<file path="src/rtl/frame_pixel_streamer.sv">
// frame_pixel_streamer: reads one frame of pixels from a synchronous-read
// frame buffer and offers it downstream on a valid/ready handshake, preceded
// by a sync marker word. Pixel values equal to the marker are escaped to
// marker-1 so the receiver can always find the frame start.
module frame_pixel_streamer #(
    parameter int                 IMAGE_SIZE = 100,
    parameter int                 ADDR_W     = 17,
    parameter int                 PIXEL_W    = 12,
    parameter logic [PIXEL_W-1:0] SYNC_WORD  = 12'hFFF,
    parameter bit                 CONTINUOUS = 1'b0
) (
    input  logic               clk,
    input  logic               reset,
    input  logic               start,
    output logic [ADDR_W-1:0]  ram_addr,
    input  logic [PIXEL_W-1:0] ram_rdata,
    output logic [PIXEL_W-1:0] pixel_out,
    output logic               valid_out,
    input  logic               ready_in,
    output logic               sof,
    output logic               busy,
    output logic               frame_done
);

    typedef enum logic [2:0] {
        IDLE,
        HEADER,
        FETCH,
        LOAD,
        PRESENT,
        DONE
    } state_t;

    localparam logic [ADDR_W-1:0] LAST_IDX = ADDR_W'(IMAGE_SIZE - 1);

    state_t            state;
    logic [ADDR_W-1:0] index;

    // A pixel that happens to equal the marker is nudged down by one so the
    // marker value is reserved for frame starts only.
    function automatic logic [PIXEL_W-1:0] escape_marker(input logic [PIXEL_W-1:0] word);
        return (word == SYNC_WORD) ? (SYNC_WORD - PIXEL_W'(1)) : word;
    endfunction

    // Frame sequencer: marker, then fetch/load/present per pixel; all outputs registered.
    always_ff @(posedge clk) begin
        if (!reset) begin
            state      <= IDLE;
            index      <= '0;
            ram_addr   <= '0;
            pixel_out  <= '0;
            valid_out  <= 1'b0;
            sof        <= 1'b0;
            busy       <= 1'b0;
            frame_done <= 1'b0;
        end else begin
            frame_done <= 1'b0;
            case (state)
                IDLE: begin
                    if (start) begin
                        state     <= HEADER;
                        pixel_out <= SYNC_WORD;
                        sof       <= 1'b1;
                        valid_out <= 1'b1;
                        ram_addr  <= '0;
                        index     <= '0;
                        busy      <= 1'b1;
                    end
                end

                HEADER: begin
                    // Marker is held until the sender takes it.
                    if (ready_in) begin
                        state     <= FETCH;
                        valid_out <= 1'b0;
                        sof       <= 1'b0;
                    end
                end

                FETCH: begin
                    // ram_addr is already stable; this cycle covers the BRAM read latency.
                    state <= LOAD;
                end

                LOAD: begin
                    pixel_out <= escape_marker(ram_rdata);
                    valid_out <= 1'b1;
                    state     <= PRESENT;
                end

                PRESENT: begin
                    if (ready_in) begin
                        valid_out <= 1'b0;
                        if (index == LAST_IDX) begin
                            frame_done <= 1'b1;
                            index      <= '0;
                            ram_addr   <= '0;
                            state      <= DONE;
                        end else begin
                            index    <= index + ADDR_W'(1);
                            ram_addr <= index + ADDR_W'(1);
                            state    <= FETCH;
                        end
                    end
                end

                DONE: begin
                    if (CONTINUOUS) begin
                        // Free-running mode: next frame's marker goes out immediately.
                        state     <= HEADER;
                        pixel_out <= SYNC_WORD;
                        sof       <= 1'b1;
                        valid_out <= 1'b1;
                        ram_addr  <= '0;
                        index     <= '0;
                    end else begin
                        state <= IDLE;
                        busy  <= 1'b0;
                    end
                end

                default: begin
                    state     <= IDLE;
                    valid_out <= 1'b0;
                    sof       <= 1'b0;
                    busy      <= 1'b0;
                end
            endcase
        end
    end

endmodule

</file>
<file path="config.mk">
export PLATFORM = sky130hd
export DESIGN_NAME = frame_pixel_streamer
export DESIGN_NICKNAME = d
export VERILOG_FILES = /design/src/rtl/frame_pixel_streamer.sv
export SDC_FILE = /design/constraint.sdc
export NUM_CORES = 1
export LEC_CHECK = 0
export CORE_UTILIZATION = 48
export CTS_CLUSTER_SIZE = 40
export DETAILED_ROUTE_END_ITERATION = 8
export PLACE_DENSITY = 0.84
export SYNTH_ARGS = -nofsm -noshare
export SYNTH_HDL_FRONTEND = slang
export SYNTH_SLANG_ARGS = --single-unit
</file>
<file path="constraint.sdc">
create_clock -name clk -period 1.8 [get_ports clk]
set_clock_uncertainty 0.05 [all_clocks]
set_input_delay 0.36 -clock clk [delete_from_list [all_inputs] [get_ports clk]]
set_output_delay 0.36 -clock clk [all_outputs]
set_load 0.02 [all_outputs]
</file>
==> qor.yml <==
status: "finished, final reports clean"
crit_type: "flop to output pin"
setup_viol: 0
syn_area_um2: 1830
fin_area_um2: 2590
clock_sinks: 36
min_period_over_period: 0.979
synth_top_area_frac: 0.395
drt_iter0_drc: 149
synth.net_count: 223
fin_crit_ps: 1760
reg2reg_to: "state[1]$_SDFFE_PN0P_"
reg2regPathDepth: 7
synth-seq-cells: 36
h-tree-depth: 2
vias: 1913
core_um2: 3660
crit_arrival_ps: 1350
power_uw: 1830
final-hold-violation-count: 0
r2r_start: "index[1]$_SDFFE_PN0P_"
holdPathEnd: "busy$_SDFFE_PN0P_"
hold_depth: 2
final_util: 0.709
grt_overflow: 0
synth_cells: 206
first_pass_iters: 4
routedWlPerCell_um: 15.1
ir_drop_uv: 577
grt_use_total: 0.251
slew_headroom: 0.694
fp.dieH_um: 63.7
multi_input_area_um2: 973
fillers: 307
clock_latency_ps: 290
drive_above_1_share: 0.226
max_cap_viol_count: 0
start_util: 0.499
yosys_most_used_dff: "dfxtp_1"
finish.net_count: 290
die_x_um: 63.7
synth_area_leaders: "dfxtp_1, o221a_2, a31oi_1"
cts_buffer_depth: 2
yosys.area.top_type: "dfxtp_1"
ant_nets: 0
grt_max_degree: 14
cts-buffers-inserted: 5
drcViolationCount: 0
min-delay-start: "busy$_SDFFE_PN0P_"
cp-start-kind: "flop"
grt_pass1_vias: 1760
drv_slew: 0
antenna_found_initial: 0
place.gp.congestion: 0.828
synth-warning-count: 0
fmax_ghz: 0.568
rsz0062_at_grt: "yes"
rows: 22
rrSetupSlack_ps: 100
synthArstFlopShare: 0
postSynthAreaPerCell_um2: 8.86
clk_pin_slew_ps: 70
ys_types: 42
synth_edf_count: 0
grt_pass1_wl_um: 8050
syn_to_final_growth_pct: 42.2
pin_count: 49
fp.dieArea_um2: 4050
dp_hpwl_um: 3470
required_ps: 1390
diodes: 0
cts_tree: "done"
seqCellArea_um2: 723
postPlaceCellArea_um2: 2460
cts-root-buf: "clkbuf_8"
yosysSeqAreaShare: 0.395
path_max_fanout: 4
power_density_nw_per_um2: 707
io_buffers: 48
vias_per_cell: 5.94
hold_path_class: "flop to flop"
whs_ps: 432
leakage_uw: 0.00104
wirelength_um: 4860
tightest_slew_ps: 453
critPathCaptureType: "output pin"
-- sequential cells by signal, indices dropped and copies added, names as in the netlist --
register / flops
valid_out: 1
sof: 1
state: 3
index: 17
busy: 1
pixel_out: 12
frame_done: 1
-- final cells by class --
class / count / area share
Inverter: 13 / 0.0188
Multi-Input combinational cell: 141 / 0.375
Sequential cell: 36 / 0.279
Clock inverter: 2 / 0.00386
Tap cell: 48 / 0.0231
Clock buffer: 6 / 0.0318
Timing Repair Buffer: 76 / 0.269
-- where the power goes --
group	switching (uW)	internal, uW	leakage, uW
Sequential	28.8	842	0.000296
Clock	289	305	0.0000510
Combinational	180	190	0.000692
Total	497	1340	0.00104
-- worst max-delay path by stage --
stage | startpoint | depth (start not counted) | to
6_report | index[16]$_SDFFE_PN0P_ | 2 | ram_addr[16]
3_5_place_dp | ready_in | 5 | index[15]$_SDFFE_PN0P_
3_3_place_gp | ready_in | 5 | index[13]$_SDFFE_PN0P_
4_1_cts | index[12]$_SDFFE_PN0P_ | 1 | ram_addr[12]
2_1_floorplan | index[0]$_SDFFE_PN0P_ | 6 | index[16]$_SDFFE_PN0P_
5_1_grt | index[3]$_SDFFE_PN0P_ | 6 | index[3]$_SDFFE_PN0P_
-- cell usage after synthesis (2+ instances only) --
cell type  instances
nor2b_1            4
buf_6              3
o31a_1             2
nand2_1           19
dfxtp_1           36
a21oi_1            8
mux2i_1            3
nand2b_1           6
clkbuf_1           6
and3_1             3
nand4_1           12
nor4_1             3
or4_1              2
nand3b_1           2
nor2_1             3
and4_1             5
buf_2              5
nand3_1           10
o22ai_1           12
o221a_2           13
o31ai_1            2
a31oi_1           12
o21ai_0            4
inv_1             13
-- critical path, stage by stage, from the launching register on --
cell             delay [ps]
dfxtp_1                 340
buf_4                   130
clkdlybuf4s50_1         590
-- metrics by stage --
| stage | TNS [ps] | setup WS [ps] | std cells |
|---|---|---|---|
| 4_1_cts | 0 | 17.3 | 322 |
| 3_5_place_dp | -1770 | -189 | 312 |
| 6_report | 0 | 38.4 | 322 |
| 5_1_grt | -4.90 | -4.27 | 322 |
| 2_1_floorplan | 0 | 42.1 | 206 |
| 3_3_place_gp | -792 | -126 | 312 |
-- kinds of logic (layout without fill, tap and decap cells) --
family                     after synthesis  in the layout  share of synthesized area
and+or+nand+nor                         76             76                      0.249
AOI/OAI and AO/OA                       60             60                      0.244
DFF                                     36             36                      0.395
buffers and inverters                   29             97                     0.0829
muxes                                    4              4                     0.0226
adders and majority gates                1              1                    0.00685
-- placed cells by master, fill, tap and decap left out, types with 2 or more instances in the layout --
cell | synthesis | final
and3_1 | 3 | 3
nand2_1 | 19 | 19
dfxtp_2 | 0 | 2
o21ai_0 | 4 | 4
nand3_1 | 10 | 10
o221a_2 | 13 | 13
nor2_1 | 3 | 3
nand2b_1 | 6 | 6
o31ai_1 | 2 | 2
clkbuf_8 | 1 | 6
mux2i_1 | 3 | 3
dlymetal6s2s_1 | 0 | 5
or4_1 | 2 | 2
dfxtp_1 | 36 | 34
and4_1 | 5 | 5
clkdlybuf4s50_1 | 0 | 38
dlygate4sd2_1 | 0 | 5
nand4_1 | 12 | 12
buf_4 | 1 | 28
nor2b_1 | 4 | 4
inv_1 | 13 | 13
clkinv_2 | 0 | 2
o22ai_1 | 12 | 12
a21oi_1 | 8 | 8
nor4_1 | 3 | 2
nand3b_1 | 2 | 2
a31oi_1 | 12 | 12
-- timing repair --
action / CTS / global route
setup endpoints to repair: 18 / 24
hold buffers: 0 / 0
buffers inserted: 2 / 0
endpoints found under the hold margin: 0 / 0
gates resized for setup: 5 / 9
gates cloned: 0 / 0
pin swaps: 0 / 0
-- layer usage --
layer  up-vias  track usage  wire length [um]
li1        928            -                 -
met1       909        0.299              2140
met2        63        0.423              2380
met3        13       0.0562               236
met4         0        0.114               105
met5         -            0                 0
Power figures use the tool's default switching activity.
